==> config.mk <==
export PLATFORM = sky130hd
export DESIGN_NAME = pwm_bank
export DESIGN_NICKNAME = d
export VERILOG_FILES = /design/src/rtl/pwm_bank.sv
export SDC_FILE = /design/constraint.sdc
export NUM_CORES = 1
export LEC_CHECK = 0
export ABC_CLOCK_PERIOD_IN_PS = 8100
export CORE_ASPECT_RATIO = 0.75
export CORE_MARGIN = 3
export CORE_UTILIZATION = 56
export CTS_BUF_LIST = sky130_fd_sc_hd__clkbuf_2
export DETAILED_ROUTE_END_ITERATION = 16
export GPL_TIMING_DRIVEN = 0
export PLACE_DENSITY = 0.79
export SLEW_MARGIN = 20
export SYNTH_ARGS = -nofsm -noshare
export SYNTH_HDL_FRONTEND = slang
export SYNTH_SLANG_ARGS = --single-unit
==> constraint.sdc <==
create_clock -name clk -period 8.1 [get_ports clk]
set_clock_uncertainty 0.1 [all_clocks]
set_input_delay 1.62 -clock clk [delete_from_list [all_inputs] [get_ports clk]]
set_output_delay 1.62 -clock clk [all_outputs]
set_load 0.02 [all_outputs]
==> src/rtl/pwm_bank.sv <==
// -----------------------------------------------------------------------------
// pwm_bank: bank of CHANNELS PWM generators sharing one period counter.
//
// Period and duty values are loaded through a valid/ready handshake into a
// pending register set, then promoted to the active set either while idle or
// at the period boundary. This keeps changes glitch-free mid-period.
//
// Ports
//   clk            clock, all state on rising edge
//   rst_n          asynchronous active-low reset
//   enable         run request; low forces all channels to their inactive level
//   period_cycles  period in clk cycles (captured on handshake)
//   duty_cycles    per-channel high time, channel i at [i*CNT_W +: CNT_W]
//   update_valid   capture request for period_cycles/duty_cycles
//   update_ready   high when the pending buffer is empty
//   polarity       per-channel output inversion, applied live
//   pwm_out        registered PWM outputs
//   period_start   registered pulse on the first cycle of each period
// -----------------------------------------------------------------------------
module pwm_bank #(
    parameter int CHANNELS = 4,
    parameter int CNT_W    = 16
) (
    input  logic                      clk,
    input  logic                      rst_n,
    input  logic                      enable,
    input  logic [CNT_W-1:0]          period_cycles,
    input  logic [CHANNELS*CNT_W-1:0] duty_cycles,
    input  logic                      update_valid,
    output logic                      update_ready,
    input  logic [CHANNELS-1:0]       polarity,
    output logic [CHANNELS-1:0]       pwm_out,
    output logic                      period_start
);

    typedef enum logic {
        IDLE = 1'b0,
        RUN  = 1'b1
    } state_t;

    localparam logic [CNT_W-1:0] ONE = CNT_W'(1);

    state_t                    state_q, state_d;
    logic [CNT_W-1:0]          cnt_q, cnt_d;
    logic [CNT_W-1:0]          act_period_q, act_period_d;
    logic [CHANNELS*CNT_W-1:0] act_duty_q, act_duty_d;
    logic [CNT_W-1:0]          pend_period_q, pend_period_d;
    logic [CHANNELS*CNT_W-1:0] pend_duty_q, pend_duty_d;
    logic                      pend_valid_q, pend_valid_d;
    logic [CHANNELS-1:0]       pwm_q, pwm_d;
    logic                      ps_q, ps_d;

    logic run;
    logic capture;
    logic boundary;
    logic xfer;

    // Unsigned compare of the shared counter against one channel's duty.
    function automatic logic duty_active(input logic [CNT_W-1:0] cnt,
                                         input logic [CNT_W-1:0] duty);
        return cnt < duty;
    endfunction

    always_comb begin
        run      = (state_q == RUN);
        capture  = update_valid && !pend_valid_q;
        boundary = run && (cnt_q == (act_period_q - ONE));
        // Capture only happens when pending is empty, so a transfer always
        // uses the pre-capture pending contents.
        xfer     = pend_valid_q && (!run || boundary);

        act_period_d  = xfer ? pend_period_q : act_period_q;
        act_duty_d    = xfer ? pend_duty_q   : act_duty_q;
        pend_period_d = capture ? period_cycles : pend_period_q;
        pend_duty_d   = capture ? duty_cycles   : pend_duty_q;

        pend_valid_d = pend_valid_q;
        if (capture) begin
            pend_valid_d = 1'b1;
        end else if (xfer) begin
            pend_valid_d = 1'b0;
        end

        // State follows the post-transfer period so a zero period loaded at a
        // boundary drops straight to IDLE.
        state_d = (enable && (act_period_d != '0)) ? RUN : IDLE;

        // Counter restarts at 0 on wrap, while idle, and on the first RUN cycle.
        if ((state_d == IDLE) || !run || boundary) begin
            cnt_d = '0;
        end else begin
            cnt_d = cnt_q + ONE;
        end

        pwm_d = '0;
        for (int i = 0; i < CHANNELS; i++) begin
            pwm_d[i] = polarity[i] ^ (run && duty_active(cnt_q, act_duty_q[i*CNT_W +: CNT_W]));
        end
        ps_d = run && (cnt_q == '0);
    end

    always_ff @(posedge clk or negedge rst_n) begin
        if (!rst_n) begin
            state_q       <= IDLE;
            cnt_q         <= '0;
            act_period_q  <= '0;
            act_duty_q    <= '0;
            pend_period_q <= '0;
            pend_duty_q   <= '0;
            pend_valid_q  <= 1'b0;
            pwm_q         <= '0;
            ps_q          <= 1'b0;
        end else begin
            state_q       <= state_d;
            cnt_q         <= cnt_d;
            act_period_q  <= act_period_d;
            act_duty_q    <= act_duty_d;
            pend_period_q <= pend_period_d;
            pend_duty_q   <= pend_duty_d;
            pend_valid_q  <= pend_valid_d;
            pwm_q         <= pwm_d;
            ps_q          <= ps_d;
        end
    end

    assign update_ready = !pend_valid_q;
    assign pwm_out      = pwm_q;
    assign period_start = ps_q;

endmodule

==> results of run 1 <==
## state kept, by name (all words and copies together) (netlist names)
register       count
pend_valid_q       1
run                1
pend_period_q     16
period_start       1
act_period_q      16
cnt_q             16
act_duty_q        64
pwm_out            4
pend_duty_q       64
## worst register-to-register path: stages (launching register included)
cell      delay (ns)
dfrtp_1         0.49
inv_1           0.08
ha_1            0.22
or4b_1          0.54
or4_1           0.56
o211ai_1        0.19
o311a_1         0.18
and4_1          0.22
a41oi_2         0.40
buf_2           0.37
mux2_1          0.34
## cells by family after synthesis
logic type | Yosys count | synth area share
DFF | 183 | 0.503
muxes | 163 | 0.201
and+or+nand+nor | 135 | 0.0849
buffers and inverters | 94 | 0.0401
AOI/OAI and AO/OA | 68 | 0.0514
adders and majority gates | 63 | 0.0866
xor gates and xnor gates | 34 | 0.0327
## cells in the mapped netlist, drive strengths merged, types with 2 or more instances
cell     number  area share
nor4bb        2      0.0022
nor3         14      0.0077
xnor2        19       0.018
a21o         16       0.013
nand3        24       0.013
nand4         6      0.0041
a31oi         3      0.0021
and4          4      0.0038
o211ai        2      0.0016
nor2b         4      0.0027
nor2         16      0.0066
mux2i         2      0.0022
and2          3      0.0021
nor4         17       0.012
mux2        161        0.20
a21oi        14      0.0077
or4           3      0.0025
o2111ai       3      0.0029
inv          67       0.028
or3           6      0.0041
nand2         9      0.0037
clkbuf       16      0.0066
dfrtp       183        0.50
nand2b       15       0.010
xor2         15       0.014
o31ai         4      0.0033
and3          6      0.0041
o21ai        12      0.0066
ha           63       0.087
nand3b        2      0.0016
o21bai        3      0.0025
buf          11      0.0059
## placed cells by master, fill, tap and decap left out, types with 10 or more instances in the layout
cell type	synthesis	final
a21o_1	16	16
a21oi_1	14	14
buf_2	10	10
clkbuf_1	16	16
clkbuf_2	0	18
clkdlybuf4s50_1	0	92
dfrtp_1	183	183
ha_1	63	63
inv_1	67	67
mux2_1	79	79
mux2_2	82	82
nand2b_1	15	15
nand3_1	24	24
nor2_1	16	16
nor3_1	14	14
nor4_1	16	15
o21ai_0	12	12
xnor2_1	19	19
xor2_1	15	15
## metal layers
metal | part of all wire | wire length (um)
met5 | 0 | 0
met4 | 0.020 | 384
met3 | 0.075 | 1430
met2 | 0.48 | 9250
met1 | 0.42 | 8120
## layout make-up
class,instances,area (sq um),share of cell area
clock buffers,18,90.1,0.00852
inverters,67,251,0.0238
flip-flops and latches,183,4580,0.433
clock inverters,14,150,0.0142
multi-input cells,463,4170,0.394
repair buffers,94,963,0.0911
well taps,205,256,0.0243
plain buffers,27,114,0.0108
## through the flow
stage	TNS (ns)	hold WS, ns
detailed placement	0	0.372
global placement	-294.11	0.364
global route	0	0.444
floorplan	0	0.354
CTS	0	0.422
finish	0	0.418
## power groups by stage
stage | Clock (uW) | Combinational [uW] | Sequential [uW]
after global placement | 0 | 855 | 1480
after floorplan | 0 | 685 | 1420
final | 461 | 916 | 1480
after detailed placement | 0 | 919 | 1510
after CTS | 475 | 926 | 1480
after global routing | 514 | 1040 | 1530
## worst max-delay path by stage
| stage | cells past startpoint | end | startpoint |
|---|---|---|---|
| 2_1_floorplan | 10 | act_period_q[1] | act_period_q[0] |
| 3_3_place_gp | 1 | pend_duty_q[52] | rst_n |
| 3_5_place_dp | 5 | pend_duty_q[28] | update_valid |
| 4_1_cts | 10 | act_duty_q[23] | act_period_q[0] |
| 5_1_grt | 9 | act_duty_q[23] | act_period_q[3] |
| 6_report | 10 | act_duty_q[23] | act_period_q[0] |
==> metrics.txt, run 1 <==
combinational power share=0.320; Seq/Total Area, Yosys=0.503; Synth Net Count=891; Post-synth EDFFs=0; routability cong.=roughly 0.89; Die W=153 um; commonest register cell after synthesis=dfrtp_1; Avg WL per Cell=17.9 um; DRT iter0 DRCs=428; Hold Crit Class=reg -> reg; critical path class=reg -> reg; Power Density=270 nW/um^2; Crit path largest cell delay=0.56 ns; placed instance area=approximately 10000 sq um; crit end category=flip-flop; internal power=1890 uW; total power=2860 uW; Sw Ratio=0.339; grt met2 use=0.377; post-synthesis cell area=9100 sq um; vias in the first global route=6469; status=finished clean; P&R area growth vs syn=16.1%; post-route cell area=around 11000 sq um; fin nets=1004; # port buffers=93; YS warnings=0; worst rel slew slack=0.347; worst skew pair latency=0.75 ns; dpl ws=4.17 ns; P_sw=967 uW; post-CTS setup buffer count=0; First-pass DRT Iterations=5; critical path startpoint category=flip-flop; ANT nets after route=0; largest net degree at the start of global routing=94; slowest stage cell, crit path=or4_1; die area=17800 sq um; Setup Viol. Count Final=0; CP cell instances=inv_1, ha_1, or4b_1, or4_1, o211ai_1, o311a_1, and4_1, a41oi_2, buf_2, mux2_1; worst-case reg-to-reg path depth=10; Max clock buf depth=2; fin cells=between 1k and 1.5k; peak supply drop=140 uV; GRT Max-Usage Layer=met2; CTS H-tree depth=4; CTS tree=done; final slew viol count=0; final core occ=0.679; initial antenna violation count=0; drc violations=0; delay-heaviest family, CP=simple AND/OR/NAND/NOR gates; hold path start=pend_duty_q[15]; Num CTS Buffers=17; DR vias/cell=5.69; FF-to-FF Start=act_period_q[0]; die span in y=116 um; CP Data Required Time=8.64 ns; ratio of cells with drive above 1 in the final layout=0.149; Overflow after GRT=0; Fin. Hold Viols=0; Mapped Cells=740; core footprint=15600 sq um; Cell Rows=39; Reg-to-Reg End=act_duty_q[23]; Seq cells post-synth=around 180; clock sinks=183; Final period util=0.464; via count=between 6k and 7k; met1 GRT Util=0.308; GR Util All Layers=0.231; fmax=0.266 GHz; unrepaired setup endpoints after global routing=no; drt total wl=19200 um; Reg2Reg Setup Slack=between 4 and 5 ns; Final WS setup=4.34 ns; CTS root buf=clkbuf_2; Post-DP HPWL=14200 um; IO Count=94; Hold Path Stages=1; cts repair resizes=0; Worst Path Arrival=4.30 ns; Worst Hold Path EP=act_duty_q[15]; async set-reset flop share out of synthesis=1.00; Reg clk slew, reported paths=0.25 ns; WP buf/inv=2; sequential power share=0.518; Starting Density=0.585; Hold-fix buffers, CTS=0; Worst Max-Slew Pin Slew=0.971 ns; Worst Path Max Fanout=10; Syn Area/Cell=12.3 sq um; Netlist cell types=50; max cap viols=0; Clk pwr share=0.161; leakage dissipation=0.00486 uW; ant diodes=0; first-pass GRT wire length=between 30000 and 40000 um; min Tclk post-route=3.76 ns; M3 GR Usage=0.0556; # fillers=approximately 1.2k; DP Cell Count=1039
Power figures use the tool's default switching activity.
==> run 2: changes to the inputs <==
--- a/config.mk
+++ b/config.mk
@@ -5,7 +5,7 @@
 export SDC_FILE = /design/constraint.sdc
 export NUM_CORES = 1
 export LEC_CHECK = 0
-export ABC_CLOCK_PERIOD_IN_PS = 8100
+export ABC_CLOCK_PERIOD_IN_PS = 3680
 export CORE_ASPECT_RATIO = 0.75
 export CORE_MARGIN = 3
 export CORE_UTILIZATION = 56
==> constraint.sdc (replaced) <==
create_clock -name clk -period 3.68 [get_ports clk]
set_clock_uncertainty 0.1 [all_clocks]
set_input_delay 0.736 -clock clk [delete_from_list [all_inputs] [get_ports clk]]
set_output_delay 0.736 -clock clk [all_outputs]
set_load 0.02 [all_outputs]
==> metrics.txt, run 2 (same netlist as run 1, synthesis figures left out) <==
unrepaired setup endpoints after global routing=no; first-pass GRT wire length=32500 um (+0.10%); Hold Crit Class=in -> async; crit end category=flip-flop; DR vias/cell=5.72 (+0.44%); Starting Density=0.585 (unchanged); Worst Path Arrival=4.07 ns (-0.23 ns); final slew viol count=0 (unchanged); Reg clk slew, reported paths=0.26 ns (about the same); Avg WL per Cell=18.1 um (+1.2%); die area=17800 sq um (unchanged); grt met2 use=0.377 (-0.000587); dpl ws=0.00331 ns (-4.17 ns); First-pass DRT Iterations=4 (-1); peak supply drop=309 uV (+120%); Post-DP HPWL=14200 um (unchanged); Worst Max-Slew Pin Slew=0.944 ns (-0.0275 ns); ant diodes=0 (unchanged); Worst Path Max Fanout=10 (unchanged); Final period util=0.955 (+0.491); CTS tree=done; # fillers=1138 (-1.4%); critical path startpoint category=flip-flop; met1 GRT Util=0.309 (+0.000734); CTS root buf=clkbuf_2; CP Data Required Time=4.24 ns (-4.40 ns); DRT iter0 DRCs=504 (+18%); Max clock buf depth=2 (unchanged); M3 GR Usage=0.0548 (-0.000741); most frequent cells in the layout=dfrtp_1 (183), clkdlybuf4s50_1 (92), mux2_2 (82), mux2_1 (79), inv_1 (67); IO Count=94 (unchanged); Setup Viol. Count Final=0 (unchanged); largest net degree at the start of global routing=94 (unchanged); total power=6360 uW (+120%); CP cell instances=inv_1, ha_1, or4b_4, or4_1, o211ai_1, o311a_1, and4_2, a41oi_4, buf_2, mux2_1; CTS H-tree depth=4 (unchanged); max cap viols=0 (unchanged); drt total wl=19500 um (+1.5%); most common cell after layout, fill and taps aside=dfrtp_1; core footprint=15600 sq um (unchanged); GR Util All Layers=0.231 (about the same); drc violations=0 (unchanged); Final WS setup=0.166 ns (-4.18 ns); placed instance area=10300 sq um (unchanged); initial antenna violation count=0 (unchanged); Num CTS Buffers=17 (unchanged); GRT Max-Usage Layer=met2; critical path class=reg -> reg; ratio of cells with drive above 1 in the final layout=0.155 (+0.00639); Top Registers=act_duty_q (64), pend_duty_q (64); leakage dissipation=0.00489 uW (+0.52%); DP Cell Count=1039 (unchanged); Overflow after GRT=0 (unchanged); Die W=153 um (unchanged); slowest stage cell, crit path=or4_1; Crit path largest cell delay=0.54 ns (-0.02 ns); ANT nets after route=0 (unchanged); Power Density=597 nW/um^2 (+120%); worst skew pair latency=0.75 ns (about the same); worst rel slew slack=0.365 (+0.0185); Fin. Hold Viols=0 (unchanged); P&R area growth vs syn=17.1%; fmax=0.285 GHz (+6.9%); fin cells=1074 (+0.28%); die span in y=116 um (unchanged); status=finished clean; min Tclk post-route=3.51 ns (-0.244 ns); WHS=0.413 ns (-0.00517 ns); routability cong.=0.893 (unchanged); post-route cell area=10700 sq um (+0.83%); fin nets=1007 (+0.30%); via count=6138 (+0.72%); vias in the first global route=6469 (unchanged); # port buffers=93 (unchanged); clock sinks=183 (unchanged); Cell Rows=39 (unchanged)
run 2: worst max-delay path, delay by kind of cell (launching register included):
| family | cells | cell delay, ns |
|---|---|---|
| muxes | 1 | 0.34 |
| buffers and inverters | 2 | 0.36 |
| adders and majority gates | 1 | 0.21 |
| DFF | 1 | 0.47 |
| AOI/OAI and AO/OA | 3 | 0.59 |
| and+or+nand+nor | 3 | 1.36 |
run 2: power breakdown:
| group | total [uW] | internal, uW | switching, uW |
|---|---|---|---|
| Combinational | 2080 | 1110 | 967 |
| Sequential | 3260 | 2760 | 508 |
| Clock | 1020 | 319 | 698 |
| Total | 6360 | 4190 | 2170 |
run 2: metal layers:
metal	vias up	part of all wire
met5	-	0
met3	35	0.073
met2	181	0.48
met1	3065	0.43
met4	0	0.024
li1	2857	-
run 2: worst paths after layout:
path	from	end	slack, ns	cells after the start
setup / recovery	act_period_q[1]	act_period_q[8]	0.17	10
hold / removal	rst_n	pend_period_q[14]	0.41	2
setup reg to reg	act_period_q[1]	act_period_q[8]	0.17	10
hold reg to reg	pend_duty_q[5]	act_duty_q[5]	0.42	1
max in group asynchronous	rst_n	cnt_q[3]	2.17	3
min in group clk	pend_duty_q[5]	act_duty_q[5]	0.42	1
run 2: what timing repair did:
action / CTS / global route
gates resized for setup: 1 / 15
cloned: 0 / 1
endpoints found under the setup margin: 48 / 89
hold endpoints to repair: 92 / 0
pin swaps: 0 / 1
hold buffers: 1 / 0
setup buffers: 0 / 2
run 2: through the flow:
stage                     utilization  TNS, ns
final                           0.685        0
after global placement          0.661  -941.20
after detailed placement        0.664        0
after global routing            0.685        0
after floorplan                     -        0
after CTS                       0.680        0
run 2: final cells by class:
| class | count | area, sq um | share of cell area |
|---|---|---|---|
| flip-flops and latches | 183 | 4580 | 0.430 |
| multi-input cells | 464 | 4220 | 0.396 |
| repair buffers | 97 | 988 | 0.0927 |
| well taps | 205 | 256 | 0.0241 |
| inverters | 67 | 251 | 0.0236 |
| clock inverters | 14 | 150 | 0.0141 |
| plain buffers | 26 | 123 | 0.0115 |
| clock buffers | 18 | 90.1 | 0.00845 |
==> run 3: changes to the inputs <==
--- a/config.mk
+++ b/config.mk
@@ -5,14 +5,14 @@
 export SDC_FILE = /design/constraint.sdc
 export NUM_CORES = 1
 export LEC_CHECK = 0
-export ABC_CLOCK_PERIOD_IN_PS = 3680
+export ABC_CLOCK_PERIOD_IN_PS = 4000
 export CORE_ASPECT_RATIO = 0.75
 export CORE_MARGIN = 3
-export CORE_UTILIZATION = 56
+export CORE_UTILIZATION = 45
 export CTS_BUF_LIST = sky130_fd_sc_hd__clkbuf_2
 export DETAILED_ROUTE_END_ITERATION = 16
 export GPL_TIMING_DRIVEN = 0
-export PLACE_DENSITY = 0.79
+export PLACE_DENSITY = 0.66
 export SLEW_MARGIN = 20
 export SYNTH_ARGS = -nofsm -noshare
 export SYNTH_HDL_FRONTEND = slang
==> constraint.sdc (replaced) <==
create_clock -name clk -period 4 [get_ports clk]
set_clock_uncertainty 0.1 [all_clocks]
set_input_delay 0.8 -clock clk [delete_from_list [all_inputs] [get_ports clk]]
set_output_delay 0.8 -clock clk [all_outputs]
set_load 0.02 [all_outputs]
==> metrics.txt, run 3 (same netlist as run 1, synthesis figures left out) <==
Worst Hold Path EP=act_duty_q[34]; CTS tree=done; Reg2Reg Setup Slack=0.22 ns (+0.06 ns); Post-DP HPWL=14500 um (+2.4%); drt total wl=20000 um (+2.5%); most common cell after layout, fill and taps aside=dfrtp_1; Avg WL per Cell=17.8 um (-1.8%); Worst Path Arrival=4.30 ns (+0.23 ns); largest net degree at the start of global routing=94 (unchanged); Sw Ratio=0.337 (-0.00512); first-pass GRT wire length=32400 um (-0.30%); Setup Viol. Count Final=0 (unchanged); GR Util All Layers=0.189 (-0.0424); fin cells=1121 (+4.4%); DR vias/cell=5.38 (-5.9%); CTS H-tree depth=4 (unchanged); drc violations=0 (unchanged); Crit path largest cell delay=0.56 ns (+0.02 ns); fmax=0.265 GHz (-7.0%); unrepaired setup endpoints after global routing=no; min Tclk post-route=3.78 ns (+0.265 ns); CTS root buf=clkbuf_2; slowest stage cell, crit path=or4_1; worst rel slew slack=0.533 (+0.167); post-CTS setup buffer count=0 (unchanged); Overflow after GRT=0 (unchanged); multi-input logic area=4180 sq um (-1.0%); CP Launch Point=act_period_q[0]; total power=5870 uW (-7.7%); ANT nets after route=0 (unchanged); Final period util=0.945 (-0.0102); IO Count=94 (unchanged); dpl ws=0.197 ns (+0.193 ns); vias in the first global route=6418 (-0.79%); Clk pwr share=0.173 (+0.013); clock sinks=183 (unchanged); fin nets=1006 (-0.099%); FF+latch area=4580 sq um (unchanged); Worst Max-Slew Pin Slew=0.701 ns (-0.243 ns); die span in y=129 um (+11%); P&R area growth vs syn=17.3%; DRT iter0 DRCs=317 (-37%); critical path class=reg -> reg; Hold Crit Class=reg -> reg; Die W=170 um (+11%); Reg-to-Reg End=act_period_q[14]; CP cell instances=inv_1, ha_1, or4b_1, or4_1, o211ai_1, o311a_1, and4_1, a41oi_4, buf_2, mux2_1; critical path startpoint category=flip-flop; via count=6027 (-1.8%); Num CTS Buffers=17 (unchanged); FF-to-FF Start=act_period_q[0]; ant diodes=0 (unchanged); crit end category=flip-flop; # fillers=1694 (+49%); combinational power share=0.317 (-0.010); Starting Density=0.465 (-0.120); P_sw=1970 uW (-9.1%); leakage dissipation=0.00489 uW (+0.14%); # port buffers=93 (unchanged); Power Density=549 nW/um^2 (-7.9%); CP Data Required Time=4.52 ns (+0.28 ns); DP Cell Count=1088 (+4.7%); die area=22000 sq um (+23%); Top Registers=act_duty_q (64), pend_duty_q (64); Max clock buf depth=2 (unchanged); initial antenna violation count=0 (unchanged); hold path start=pend_duty_q[34]; core footprint=19600 sq um (+26%); max cap viols=0 (unchanged); internal power=3890 uW (-7.0%); status=finished clean; worst-case reg-to-reg path depth=10 (unchanged); Reg clk slew, reported paths=0.26 ns (about the same); First-pass DRT Iterations=4 (unchanged); sequential power share=0.510 (-0.003); most frequent cells in the layout=dfrtp_1 (183), clkdlybuf4s50_1 (92), mux2_2 (82), mux2_1 (79), inv_1 (67); routability cong.=0.891 (-0.27%); ratio of cells with drive above 1 in the final layout=0.150 (-0.00558); Final WS setup=0.221 ns (+0.0551 ns); worst skew pair latency=0.73 ns (-0.02 ns); Hold Path Stages=1; final slew viol count=0 (unchanged); final core occ=0.545 (-0.140); Fin. Hold Viols=0 (unchanged); Worst Path Max Fanout=10 (unchanged); peak supply drop=208 uV (-33%); Cell Rows=44 (+13%)
[run 3: cell types whose count changed in the layout (fill, tap and decap cells not counted), sizes merged]
cell | previous run | this run
clkinvlp | 4 | 1
inv | 70 | 73
a41oi | 2 | 1
buf | 15 | 14
bufinv | 2 | 3
clkbuf | 33 | 34
clkinv | 5 | 4
[run 3: through the flow]
stage / cell area, sq um / hold WS, ns / setup TNS [ns]
detailed placement: 10400 / 0.374 / 0
floorplan: 9100 / 0.354 / 0
global placement: 10400 / 0.364 / -918.67
finish: 10700 / 0.402 / 0
global route: 10700 / 0.402 / 0
CTS: 10700 / 0.425 / 0
[run 3: repair_timing]
item                                   CTS  global route
hold buffers                             1             0
setup endpoints to repair                0            48
endpoints found under the hold margin   92             0
resized for setup                        0             1
[run 3: how the worst max path moves through the flow]
stage / cells after the start / end / slack (ns)
5_1_grt: 11 / cnt_q[11] / 0.04
6_report: 10 / act_period_q[14] / 0.22
3_3_place_gp: 1 / pend_duty_q[49] / -5.04
3_5_place_dp: 10 / act_period_q[4] / 0.20
4_1_cts: 10 / act_period_q[14] / 0.13
2_1_floorplan: 10 / act_period_q[1] / 0.83
[run 3: power groups by stage]
stage                     clock network [uW]  logic (uW)  registers (uW)
after floorplan                            0        1390            2880
after global placement                     0        1740            3010
after detailed placement                   0        1860            3040
after CTS                               1050        1880            3000
after global routing                    1130        2100            3090
final                                   1010        1860            2990
[run 3: layout make-up]
| type | instances | share of cell area |
|---|---|---|
| plain buffers | 27 | 0.0107 |
| clock buffers | 18 | 0.00844 |
| clock inverters | 14 | 0.0158 |
| inverters | 67 | 0.0236 |
| multi-input cells | 463 | 0.391 |
| flip-flops and latches | 183 | 0.429 |
| well taps | 253 | 0.0296 |
| repair buffers | 96 | 0.0919 |
[run 3: layer usage]
layer / GRT usage / up-vias / part of all wire
met2: 0.307 / 146 / 0.46
met5: 0 / - / 0
li1: - / 2856 / -
met3: 0.0406 / 30 / 0.044
met1: 0.262 / 2995 / 0.48
met4: 0.0434 / 0 / 0.016
[run 3: critical path, delay by kind of cell, from the launching register on]
family                     cells  cell delay, ns
AOI/OAI and AO/OA              3            0.74
adders and majority gates      1            0.21
buffers and inverters          2            0.40
DFF                            1            0.50
muxes                          1            0.34
and+or+nand+nor                3            1.37
